===== src/rtl/sub_pkg.sv =====
// Shared definitions for the serial subtractor: controller states and default sizing.
package sub_pkg;

  localparam int WIDTH_DEF = 32;
  localparam int SLICE_DEF = 4;

  typedef enum logic [1:0] {
    IDLE = 2'd0,
    BUSY = 2'd1,
    DONE = 2'd2
  } state_e;

endpackage


===== src/rtl/sub_slice.sv =====
// One SLICE-bit subtract step, computed as a + ~b + cin; cout=1 means no borrow out.
module sub_slice #(
  parameter int SLICE = 4
) (
  input  logic [SLICE-1:0] a_i,
  input  logic [SLICE-1:0] b_i,
  input  logic             cin_i,
  output logic [SLICE-1:0] sum_o,
  output logic             cout_o
);

  logic [SLICE:0] total;

  assign total           = {1'b0, a_i} + {1'b0, ~b_i} + {{SLICE{1'b0}}, cin_i};
  assign {cout_o, sum_o} = total;

endmodule


===== src/rtl/sub_serial.sv =====
// Multi-cycle subtractor: one SLICE-wide step per cycle through a single sub_slice,
// with a valid/ready handshake on both sides and one operation in flight.
module sub_serial
  import sub_pkg::*;
#(
  parameter int WIDTH = WIDTH_DEF,
  parameter int SLICE = SLICE_DEF
) (
  input  logic             clk,
  input  logic             rst,
  input  logic             in_valid,
  output logic             in_ready,
  input  logic [WIDTH-1:0] a,
  input  logic [WIDTH-1:0] b,
  output logic             out_valid,
  input  logic             out_ready,
  output logic [WIDTH-1:0] diff,
  output logic             borrow,
  output logic             ovf,
  output logic             zero
);

  localparam int NSLICE = WIDTH / SLICE;
  localparam int CW     = $clog2(NSLICE + 1);

  state_e               state_q, state_d;
  logic [WIDTH-1:0]     a_q, a_d, b_q, b_d;
  logic [WIDTH-1:0]     res_q, res_d;
  logic [WIDTH-1:0]     diff_q, diff_d;
  logic [CW-1:0]        cnt_q, cnt_d;
  logic                 carry_q, carry_d;
  logic                 a_msb_q, a_msb_d, b_msb_q, b_msb_d;
  logic                 borrow_q, borrow_d, ovf_q, ovf_d, zero_q, zero_d;

  logic [SLICE-1:0]       slice_sum;
  logic                   slice_cout;
  logic [WIDTH+SLICE-1:0] res_shift;

  // Operands shift right each step, so the active slice is always the low SLICE bits.
  sub_slice #(.SLICE(SLICE)) u_slice (
    .a_i    (a_q[SLICE-1:0]),
    .b_i    (b_q[SLICE-1:0]),
    .cin_i  (carry_q),
    .sum_o  (slice_sum),
    .cout_o (slice_cout)
  );

  assign res_shift = {slice_sum, res_q};

  always_comb begin
    // NOTE: every signal gets its default first so no path through the case infers a latch.
    state_d   = state_q;
    a_d       = a_q;
    b_d       = b_q;
    res_d     = res_q;
    diff_d    = diff_q;
    cnt_d     = cnt_q;
    carry_d   = carry_q;
    a_msb_d   = a_msb_q;
    b_msb_d   = b_msb_q;
    borrow_d  = borrow_q;
    ovf_d     = ovf_q;
    zero_d    = zero_q;
    in_ready  = 1'b0;
    out_valid = 1'b0;

    case (state_q)
      IDLE: begin
        in_ready = 1'b1;
        if (in_valid) begin
          a_d     = a;
          b_d     = b;
          a_msb_d = a[WIDTH-1];
          b_msb_d = b[WIDTH-1];
          res_d   = '0;
          cnt_d   = '0;
          carry_d = 1'b1;
          state_d = BUSY;
        end
      end

      BUSY: begin
        if (cnt_q == CW'(NSLICE)) begin
          // Closing cycle: all slices are stored, register the result and its flags.
          diff_d   = res_q;
          borrow_d = ~carry_q;
          ovf_d    = (a_msb_q != b_msb_q) && (res_q[WIDTH-1] != a_msb_q);
          zero_d   = ~|res_q;
          state_d  = DONE;
        end else begin
          a_d     = a_q >> SLICE;
          b_d     = b_q >> SLICE;
          res_d   = res_shift[WIDTH+SLICE-1:SLICE];
          carry_d = slice_cout;
          cnt_d   = cnt_q + CW'(1);
        end
      end

      DONE: begin
        out_valid = 1'b1;
        if (out_ready) state_d = IDLE;
      end

      default: state_d = IDLE;
    endcase
  end

  // NOTE: sequential state uses non-blocking assignments so every register samples pre-edge values.
  always_ff @(posedge clk) begin
    if (rst) begin
      state_q  <= IDLE;
      a_q      <= '0;
      b_q      <= '0;
      res_q    <= '0;
      diff_q   <= '0;
      cnt_q    <= '0;
      carry_q  <= 1'b0;
      a_msb_q  <= 1'b0;
      b_msb_q  <= 1'b0;
      borrow_q <= 1'b0;
      ovf_q    <= 1'b0;
      zero_q   <= 1'b0;
    end else begin
      state_q  <= state_d;
      a_q      <= a_d;
      b_q      <= b_d;
      res_q    <= res_d;
      diff_q   <= diff_d;
      cnt_q    <= cnt_d;
      carry_q  <= carry_d;
      a_msb_q  <= a_msb_d;
      b_msb_q  <= b_msb_d;
      borrow_q <= borrow_d;
      ovf_q    <= ovf_d;
      zero_q   <= zero_d;
    end
  end

  assign diff   = diff_q;
  assign borrow = borrow_q;
  assign ovf    = ovf_q;
  assign zero   = zero_q;

endmodule


===== config.mk =====
export PLATFORM = sky130hd
export DESIGN_NAME = sub_serial
export DESIGN_NICKNAME = d
export VERILOG_FILES = /design/src/rtl/sub_pkg.sv /design/src/rtl/sub_slice.sv /design/src/rtl/sub_serial.sv
export SDC_FILE = /design/constraint.sdc
export NUM_CORES = 1
export LEC_CHECK = 0
export ABC_CLOCK_PERIOD_IN_PS = 4220
export BUFFER_PORTS_ARGS = -buffer_cell sky130_fd_sc_hd__buf_2
export CORE_MARGIN = 2
export CORE_UTILIZATION = 45
export DETAILED_ROUTE_END_ITERATION = 8
export GPL_ROUTABILITY_DRIVEN = 1
export PLACE_DENSITY = 0.77
export SLEW_MARGIN = 20
export SYNTH_ARGS = -nofsm -noshare
export SYNTH_HDL_FRONTEND = slang
export SYNTH_SLANG_ARGS = --single-unit

===== constraint.sdc =====
create_clock -name clk -period 4.22 [get_ports clk]
set_input_delay 0.633 -clock clk [delete_from_list [all_inputs] [get_ports clk]]
set_output_delay 0.633 -clock clk [all_outputs]
set_load 0.05 [all_outputs]

==> results.txt, run 1 <==
Outcome -> complete, no violations
Grt met2 use -> 0.299
Crit Path Max Fanout -> 57
Ys async rst share -> 0
Final Hold Vio Count -> 0
XOR/XNOR Fraction of Synth Area -> 0.00470
Worst ir drop on vdd -> 0.311 mV
Die Y -> 115 um
DRT antenna net count -> 0
Slew @ Worst Pin -> 0.809 ns
Layout area overhead -> 21.2%
Hold depth -> 2
Worst slew margin -> 0.461
Cts repair resizes -> 0
Multiplexer share of the synthesized area -> 0
WHS Endpoint -> diff[13]
P_leak -> 2.71 nW
First-pass GRT wire length -> 20.8 mm
Clk Tree Root Cell -> clkbuf_16
Total detailed-routing wirelength -> 12.8 mm
Final min period -> 2.24 ns
Number of enable flip-flop cells after synthesis -> 0
Register area share after synthesis -> 0.501
Gpl congestion -> 0.812
Worst-path cell chain -> and2b_2 > buf_4 > nand2_1 > or4_1 > nand3_1
Num CTS Buffers -> 17
Hold path start -> diff[13]
Syn nets -> 766
Cell Area, Synth -> 0.00559 mm^2
Vias in the first global route -> 4328
Core Area -> 0.0121 mm^2
Largest net degree at the start of global routing -> 115
FF+latch count, synth -> 140
Crit path DAT -> 2.60 ns
Max cap viols -> 0
Slew Viols, Final -> 0
RSZ-0062 raised after global routing -> false
CTS clk-pin slew, worst paths -> 0.06 ns
IO Port Bufs -> 104
CTS Hold Bufs -> 0
Post-Route Setup TNS -> 0 ns
Setup crit start kind -> register
Synth unique cells -> 38
Largest buffer count on any clock path -> 2
Element type at the critical path end -> register
Yosys top cell area share -> 0.501
Synth Area in Compound Gates -> 0.183
Yosys warnings -> 0
Top-Level Pins -> 105
Power Dens Cells -> 479 mW/mm^2
Cell Area, Placed -> 0.00615 mm^2
DRT Pass-1 Iters -> 5
Nets -> 840
Via count -> 5008
Met3 Use GR -> 0.0549
Main combinational cell family by area after synthesis -> simple AND/OR/NAND/NOR gates
Post-Synth Simple-Gate Area -> 0.244
Finish-stage setup viols -> 0
Hold Crit Class -> register to register
Final Cycle Share -> 0.531
Full die area -> 0.0133 mm^2
Slowest cell on crit path -> or4_1
Crit Reg-Reg Endpoint -> res_q[31]
Synthesized instance count -> 691
CTS tree -> done
FP Rows -> 40
Die Wd -> 115 um
Hold WS -> 0.450 ns
Adder-Cell Fraction of Synth Area -> 0.0183
Top area cells in the synthesized netlist -> dfxtp_1 (50%), nand2_1 (13%), a311oi_1 (8.9%)
Reg-to-reg setup timing slack -> 1.98 ns
Met1 GRT Util -> 0.270
Final worst-path setup slack -> 1.98 ns
Mean cell area of the mapped netlist -> 8.10 um^2
H-tree Lvls -> 4
R2r startpoint -> state_q[0]
DP Worst Slack -> 1.89 ns
Post-DR wirelength/cell -> 13.6 um
Gr busiest metal -> met2
Slowest Stage Delay on Critical Path -> 0.58 ns
Ant. Diodes -> 0
Initial antenna violation count -> 0
Starting DRT DRC Count -> 440
DRC errors left -> 0
Post-CTS setup buffers -> 0
Latest clock arrival within the worst-skew pair -> 0.42 ns
FMAX -> 446 MHz
Final Instance Area -> 0.00678 mm^2
Ys flop type -> dfxtp_1
Yosys top cell by area -> dfxtp_1
Share of post-route cells with drive strength above 1 -> 0.193
CP Class -> register to register
DR vias/cell -> 5.29
Skew final -> 0.00763 ns
Initial Util -> 0.464
Worst R2R Path Depth -> 5
GRT Util Overall -> 0.197
Post-DP HPWL -> 8.16 mm
Grt total ovfl -> 0
Critical path required time -> 4.58 ns
Clock sinks -> 140
logic make-up after synthesis:
logic type	Yosys count
fa+ha+maj	7
compound gates	140
xor+xnor	3
flops	140
buf+inv	64
simple gates	337
flip-flops by register name, indices dropped and copies added (netlist names):
signal and cells:
carry_q 1, diff 32, ovf 1, a_msb_q 1, a_q 32, cnt_q 4, borrow 1, zero 1
state_q 2, res_q 32, b_msb_q 1, b_q 32
cells in the final DEF (no fill, tap or decap), drive strengths merged, types with 5 or more instances in the layout:
cell type,count
nor4,7
nor3,8
nand2,192
a22oi,30
ha,5
nand3,11
dfxtp,140
inv,10
clkbuf,17
clkinv,7
nor2,102
buf,111
a21oi,43
a311oi,57
per-stage QoR:
stage,utilization,std cells,power [W]
after floorplan,-,691,0.00166
final,0.562,946,0.00325
after global placement,0.510,914,0.00174
after detailed placement,0.510,914,0.00175
after CTS,0.561,946,0.00326
after global routing,0.562,946,0.00337
where the power goes:
part / switching (W) / internal (W)
Combinational: 0.000177 / 0.000112
Sequential: 0.0000429 / 0.00139
Clock: 0.000588 / 0.000938
synthesized netlist by cell type (2+ instances only):
| cell | number |
|---|---|
| nand2_1 | 192 |
| dfxtp_1 | 140 |
| nor2_1 | 101 |
| a311oi_1 | 57 |
| a21oi_1 | 43 |
| clkbuf_1 | 34 |
| a22oi_1 | 30 |
| buf_2 | 16 |
| nand3_1 | 11 |
| inv_1 | 8 |
| nor3_1 | 8 |
| nor4_1 | 7 |
| ha_1 | 5 |
| buf_1 | 4 |
| nor2b_1 | 4 |
| a211oi_1 | 2 |
| a31oi_1 | 2 |
| buf_6 | 2 |
| fa_1 | 2 |
| nand2b_1 | 2 |
| nand3b_1 | 2 |
| nand4b_1 | 2 |
| xor2_1 | 2 |
layout make-up:
class                           instances  area [um^2]
Timing Repair Buffer                  111          588
Clock buffer                           17          425
Fill cell                            1091         5280
Multi-Input combinational cell        487         2530
Tap cell                              168          210
Inverter                                8         30.0
Sequential cell                       140         2800
Clock inverter                         15          191
critical path, delay by kind of cell (launching register included):
kind | cells | cell delay, ns
flip-flops | 1 | 0.45
buffers and inverters | 1 | 0.48
AND/OR/NAND/NOR | 4 | 1.24
worst max path at each step:
| stage | startpoint | slack, ns | to | cells past startpoint |
|---|---|---|---|---|
| 3_3_place_gp | in_valid | 1.93 | b_q[8] | 6 |
| 4_1_cts | cnt_q[0] | 1.92 | ovf | 6 |
| 2_1_floorplan | state_q[0] | 2.44 | a_msb_q | 5 |
| 3_5_place_dp | in_valid | 1.89 | a_q[8] | 6 |
| 6_report | state_q[0] | 1.98 | res_q[31] | 5 |
| 5_1_grt | state_q[0] | 1.78 | res_q[31] | 5 |
routing by layer:
layer / share of wire / up-vias
met5: 0 / -
met3: 0.054 / 18
met4: 0.016 / 0
met2: 0.47 / 131
met1: 0.46 / 2333
li1: - / 2526
Power figures use the tool's default switching activity.
==> run 2, diff against run 1 <==
--- a/config.mk
+++ b/config.mk
@@ -5,7 +5,8 @@
 export SDC_FILE = /design/constraint.sdc
 export NUM_CORES = 1
 export LEC_CHECK = 0
-export ABC_CLOCK_PERIOD_IN_PS = 4220
+export ABC_AREA = 1
+export ABC_CLOCK_PERIOD_IN_PS = 2250
 export BUFFER_PORTS_ARGS = -buffer_cell sky130_fd_sc_hd__buf_2
 export CORE_MARGIN = 2
 export CORE_UTILIZATION = 45
==> constraint.sdc (replaced) <==
create_clock -name clk -period 2.25 [get_ports clk]
set_input_delay 0.3375 -clock clk [delete_from_list [all_inputs] [get_ports clk]]
set_output_delay 0.3375 -clock clk [all_outputs]
set_load 0.05 [all_outputs]
==> results.txt, run 2 <==
Top area cells in the synthesized netlist -> dfxtp_1 (50%), nand2_1 (12%), o21ai_0 (9.0%)
R2r startpoint -> cnt_q[0]
P_leak -> 2.95 nW (+8.9%)
Yosys top cell by area -> dfxtp_1
FF+latch count, synth -> 140 (unchanged)
Sequential Area -> 0.00280 mm^2 (unchanged)
Most common cell after layout, fill and taps aside -> nand2_1
Nets -> 906 (+7.9%)
Sw frac -> 0.247 (-0.00215)
Ys async rst share -> 0 (unchanged)
Vias in the first global route -> 4502 (+4.0%)
Post-DR wirelength/cell -> 13.1 um (-3.7%)
Cell Area, Placed -> 0.00621 mm^2 (+0.89%)
CTS tree -> done
Latest clock arrival within the worst-skew pair -> 0.42 ns (about the same)
Synthesized instance count -> 749 (+8.4%)
Most numerous cell in the Yosys netlist -> nand2_1
Clk pwr share -> 0.453 (-0.017)
Hold depth -> 3 (+1)
Outcome -> complete, no violations
Crit Path Max Fanout -> 33 (-42%)
Die Y -> 115 um (about the same)
Largest buffer count on any clock path -> 2 (unchanged)
Synth unique cells -> 24 (-37%)
Yosys top cell area share -> 0.502 (+0.000673)
Ys flop type -> dfxtp_1
Slew Viols, Final -> 0 (unchanged)
Grt total ovfl -> 0 (unchanged)
Crit Reg-Reg Endpoint -> res_q[8]
Final worst-path setup slack -> 0.401 ns (-1.58 ns)
Total detailed-routing wirelength -> 13.2 mm (+3.0%)
DR vias/cell -> 5.01 (-5.4%)
DP Worst Slack -> 0.416 ns (-1.47 ns)
Slowest cell on crit path -> inv_2
Initial antenna violation count -> 0 (unchanged)
Final Cycle Share -> 0.822 (+0.291)
Slowest Stage Delay on Critical Path -> 0.42 ns (-0.16 ns)
CTS Hold Bufs -> 0 (unchanged)
DRC errors left -> 0 (unchanged)
Crit path DAT -> 2.20 ns (-0.40 ns)
Power Dens Cells -> 888 mW/mm^2 (+85%)
Worst ir drop on vdd -> 0.492 mV (+58%)
DRT antenna net count -> 0 (unchanged)
Count of placed standard cells including taps -> 980 (+7.2%)
Finish-stage setup viols -> 0 (unchanged)
Hold Crit Class -> input pin to register
Share of post-route cells with drive strength above 1 -> 0.186 (-0.00678)
Final Instance Area -> 0.00680 mm^2 (+0.26%)
Layout area overhead -> 21.6%
Via count -> 5070 (+1.2%)
FMAX -> 541 MHz (+21%)
Full die area -> 0.0133 mm^2 (-0.13%)
Die Wd -> 115 um (about the same)
Register area share after synthesis -> 0.502 (+0.000673)
Num CTS Buffers -> 17 (unchanged)
Worst-path cell chain -> inv_1 > ha_1 > nand3_1 > nand2_2 > nand2_2 > inv_2 > buf_12 > nand2_1 > a21oi_1
Worst slew margin -> 0.638 (+0.177)
Slew @ Worst Pin -> 0.542 ns (-0.266 ns)
Syn nets -> 824 (+7.6%)
Cts repair resizes -> 0 (unchanged)
WHS Endpoint -> a_q[28]
Cell Area, Synth -> 0.00559 mm^2 (-0.13%)
Max cap viols -> 0 (unchanged)
Hold path start -> a[28]
Element type at the critical path end -> register
Post-Route Setup TNS -> 0 ns (unchanged)
FP Rows -> 40 (unchanged)
Sequential power share -> 0.446 (+0.005)
Core Area -> 0.0121 mm^2 (unchanged)
Tot Pwr -> 0.00604 W (+86%)
Final min period -> 1.85 ns (-0.392 ns)
Final Hold Vio Count -> 0 (unchanged)
Clk Tree Root Cell -> clkbuf_16
Post-DP HPWL -> 8.40 mm (+3.0%)
Starting DRT DRC Count -> 403 (-8.4%)
Critical path required time -> 2.60 ns (-1.98 ns)
Reg-to-reg setup timing slack -> 0.40 ns (-1.58 ns)
Largest net degree at the start of global routing -> 97 (-16%)
Clock sinks -> 140 (unchanged)
Initial Util -> 0.463 (-0.000622)
First-pass GRT wire length -> 21.4 mm (+2.7%)
GRT Util Overall -> 0.204 (+0.00694)
Worst R2R Path Depth -> 9 (+4)
Combinational share of power -> 0.101 (+0.012)
Top-Level Pins -> 105 (unchanged)
CTS clk-pin slew, worst paths -> 0.06 ns (about the same)
Yosys warnings -> 0 (unchanged)
Skew final -> 0.00691 ns (-0.000723 ns)
Gpl congestion -> 0.791 (-2.6%)
DRT Pass-1 Iters -> 4 (-1)
Ant. Diodes -> 0 (unchanged)
Multi-input gate area -> 0.00238 mm^2 (-6.0%)
Layout Cells excl Fill -> 1012 (+7.0%)
Post-CTS setup buffers -> 0 (unchanged)
Number of enable flip-flop cells after synthesis -> 0 (unchanged)
Post-synth top cells -> nand2_1 (185), dfxtp_1 (140), o21ai_0 (101)
Most frequent cells in the layout -> nand2_1 (184), dfxtp_1 (140), buf_2 (104)
IO Port Bufs -> 104 (unchanged)
RSZ-0062 raised after global routing -> false
Mean cell area of the mapped netlist -> 7.46 um^2 (-7.9%)
H-tree Lvls -> 4 (unchanged)
Filler cells -> 1112 (+1.9%)
Setup crit start kind -> register
Cell mode on critical path -> nand2_2
Switch Pwr -> 0.00149 W (+84%)
Power Internal -> 0.00455 W (+87%)
CP Class -> register to register
[run 2: area by class of cell]
cell class	instances	area share
tap	168	0.0309
clock inverter	12	0.0177
inverter	47	0.0260
timing repair buffer	115	0.0943
clock buffer	20	0.0687
sequential	140	0.412
multi-input combinational	510	0.350
[run 2: worst max-delay path, delay by kind of cell, from the launching register on]
| kind | cells | cell delay [ns] |
|---|---|---|
| compound gates | 1 | 0.13 |
| fa+ha+maj | 1 | 0.14 |
| flops | 1 | 0.33 |
| buf+inv | 3 | 0.75 |
| simple gates | 4 | 0.42 |
[run 2: worst max-delay path by stage]
stage                           from  slack [ns]  cells past startpoint         to
after CTS                   cnt_q[0]        0.40                      9  res_q[23]
after detailed placement    cnt_q[0]        0.42                      9   res_q[8]
after global routing        cnt_q[0]        0.21                      9   res_q[3]
after global placement        a_q[0]        0.48                      6  res_q[30]
final                       cnt_q[0]        0.40                      9   res_q[8]
after floorplan           state_q[1]        0.27                      7    a_q[24]
[run 2: per-layer routing]
metal,track usage,wire [um],vias to the layer above
met5,0,0,-
li1,-,-,2626
met1,0.274,6320,2310
met3,0.0706,829,6
met2,0.310,6000,128
met4,0.0659,85,0
[run 2: kinds of logic (layout without fill, tap and decap cells)]
kind of cell    after synthesis  count (layout)  synth area share
fa+ha+maj                     7               7            0.0184
xor+xnor                      1               1           0.00157
flops                       140             140             0.502
simple gates                282             282             0.197
buf+inv                      99             194            0.0735
compound gates              220             220             0.208
[run 2: power groups by stage]
stage | combinational [W] | sequential, W | clock, W
after floorplan | 0.000440 | 0.00272 | 0
after global placement | 0.000599 | 0.00274 | 0
after detailed placement | 0.000606 | 0.00274 | 0
after CTS | 0.000612 | 0.00269 | 0.00278
after global routing | 0.000695 | 0.00270 | 0.00291
final | 0.000610 | 0.00269 | 0.00274
[run 2: through the flow]
step | hold WS [ns] | utilization
CTS | 0.140 | 0.563
global route | 0.153 | 0.563
global placement | 0.433 | 0.515
detailed placement | 0.435 | 0.515
floorplan | 0.422 | -
finish | 0.164 | 0.563
==> run 3, diff against run 2 <==
--- a/config.mk
+++ b/config.mk
@@ -6,7 +6,7 @@
 export NUM_CORES = 1
 export LEC_CHECK = 0
 export ABC_AREA = 1
-export ABC_CLOCK_PERIOD_IN_PS = 2250
+export ABC_CLOCK_PERIOD_IN_PS = 1800
 export BUFFER_PORTS_ARGS = -buffer_cell sky130_fd_sc_hd__buf_2
 export CORE_MARGIN = 2
 export CORE_UTILIZATION = 45
==> constraint.sdc (replaced) <==
create_clock -name clk -period 1.8 [get_ports clk]
set_input_delay 0.27 -clock clk [delete_from_list [all_inputs] [get_ports clk]]
set_output_delay 0.27 -clock clk [all_outputs]
set_load 0.05 [all_outputs]
==> results.txt, run 3 (same netlist as run 2, synthesis figures left out) <==
Gpl congestion -> 0.804 (+1.6%)
CP Class -> register to register
Crit path DAT -> 1.99 ns (-0.21 ns)
Largest buffer count on any clock path -> 2 (unchanged)
FMAX -> 589 MHz (+9.0%)
Full die area -> 0.0133 mm^2 (unchanged)
Initial Util -> 0.463 (unchanged)
Max cap viols -> 0 (unchanged)
Slew @ Worst Pin -> 0.449 ns (-0.0931 ns)
DRC errors left -> 0 (unchanged)
Die Wd -> 115 um (unchanged)
CTS Hold Bufs -> 0 (unchanged)
First-pass GRT wire length -> 21.6 mm (+0.91%)
Vias in the first global route -> 4545 (+0.96%)
Nets -> 910 (+0.44%)
Finish-stage setup viols -> 0 (unchanged)
Slew Viols, Final -> 0 (unchanged)
P_leak -> 2.98 nW (+0.89%)
Initial antenna violation count -> 0 (unchanged)
Via count -> 5180 (+2.2%)
Element type at the critical path end -> register
Power Dens Cells -> 1110 mW/mm^2 (+25%)
CTS tree -> done
Cts repair resizes -> 1 (+1)
CTS clk-pin slew, worst paths -> 0.06 ns (about the same)
Crit Path Max Fanout -> 2 (-94%)
Hold WS -> 0.0817 ns (-0.0822 ns)
Starting DRT DRC Count -> 437 (+8.4%)
Skew final -> 0.00781 ns (+0.000899 ns)
Core Area -> 0.0121 mm^2 (unchanged)
Post-CTS setup buffers -> 0 (unchanged)
Final min period -> 1.70 ns (-0.152 ns)
Hold Crit Class -> input pin to register
IO Port Bufs -> 104 (unchanged)
Num CTS Buffers -> 17 (unchanged)
Largest net degree at the start of global routing -> 74 (-24%)
DRT Pass-1 Iters -> 5 (+1)
Post-Route Setup TNS -> 0 ns (unchanged)
Final Cycle Share -> 0.943 (+0.121)
Final Instance Area -> 0.00690 mm^2 (+1.5%)
Clk Tree Root Cell -> clkbuf_16
Final Hold Vio Count -> 0 (unchanged)
DR vias/cell -> 5.09 (+1.7%)
Filler cells -> 1115 (+0.27%)
FP Rows -> 40 (unchanged)
Grt total ovfl -> 0 (unchanged)
Latest clock arrival within the worst-skew pair -> 0.42 ns (about the same)
Post-DR wirelength/cell -> 13.1 um (+0.22%)
H-tree Lvls -> 4 (unchanged)
GRT Util Overall -> 0.207 (+0.00266)
Most frequent cells in the layout -> nand2_1 (184), dfxtp_1 (140), buf_2 (104)
Layout area overhead -> 23.4%
Share of post-route cells with drive strength above 1 -> 0.193 (+0.00738)
Outcome -> complete, no violations
Fin util -> 0.572 (+0.00840)
Cell Area, Placed -> 0.00629 mm^2 (+1.3%)
Die Y -> 115 um (unchanged)
Critical path required time -> 2.09 ns (-0.51 ns)
Clock sinks -> 140 (unchanged)
DRT antenna net count -> 0 (unchanged)
Post-DP HPWL -> 8.40 mm (about the same)
RSZ-0062 raised after global routing -> true
Most common cell after layout, fill and taps aside -> nand2_1
Top-Level Pins -> 105 (unchanged)
Total detailed-routing wirelength -> 13.3 mm (+0.72%)
Worst slew margin -> 0.700 (+0.0626)
Worst ir drop on vdd -> 0.789 mV (+60%)
Setup crit start kind -> register
## run 3: where the power goes
| part | leakage [nW] | switching [W] | internal (W) |
|---|---|---|---|
| Combinational | 1.56 | 0.000500 | 0.000320 |
| Clock | 0.274 | 0.00136 | 0.00211 |
| Sequential | 1.14 | 0.0000916 | 0.00327 |
## run 3: cell type report
class	count	area [um^2]	area share
flip-flops and latches	140	2800	0.406
multi-input cells	510	2390	0.346
repair buffers	119	724	0.105
clock buffers	19	453	0.0657
well taps	168	210	0.0305
inverters	47	176	0.0256
clock inverters	13	141	0.0205
diodes	1	2.50	0.000363
## run 3: worst paths after layout
check        startpoint   endpoint  slack, ns  cells after the start
min               b[30]    b_q[30]       0.08                      3
max reg2reg      a_q[0]  res_q[30]       0.10                      6
min reg2reg     a_q[11]    a_q[11]       0.44                      2
max              a_q[0]  res_q[30]       0.10                      6
## run 3: layer usage
| metal | vias up | track usage | wire, um |
|---|---|---|---|
| met1 | 2365 | 0.284 | 6310 |
| met2 | 156 | 0.310 | 5990 |
| met4 | 0 | 0.0659 | 157 |
| li1 | 2644 | - | - |
| met3 | 15 | 0.0685 | 868 |
| met5 | - | 0 | 0 |
## run 3: worst max-delay path: stages, from the launching register on
cell     delay [ns]
dfxtp_1        0.30
inv_1          0.06
fa_2           0.40
fa_2           0.36
or2_2          0.30
nand3_1        0.08
a21oi_1        0.06
## run 3: through the flow
stage	setup slack (ns)	power, W	cells
detailed placement	-0.00890	0.00423	984
global route	-0.0115	0.00797	1016
floorplan	0.0761	0.00395	749
global placement	0.0557	0.00421	984
finish	0.102	0.00766	1017
CTS	0.0339	0.00770	1016
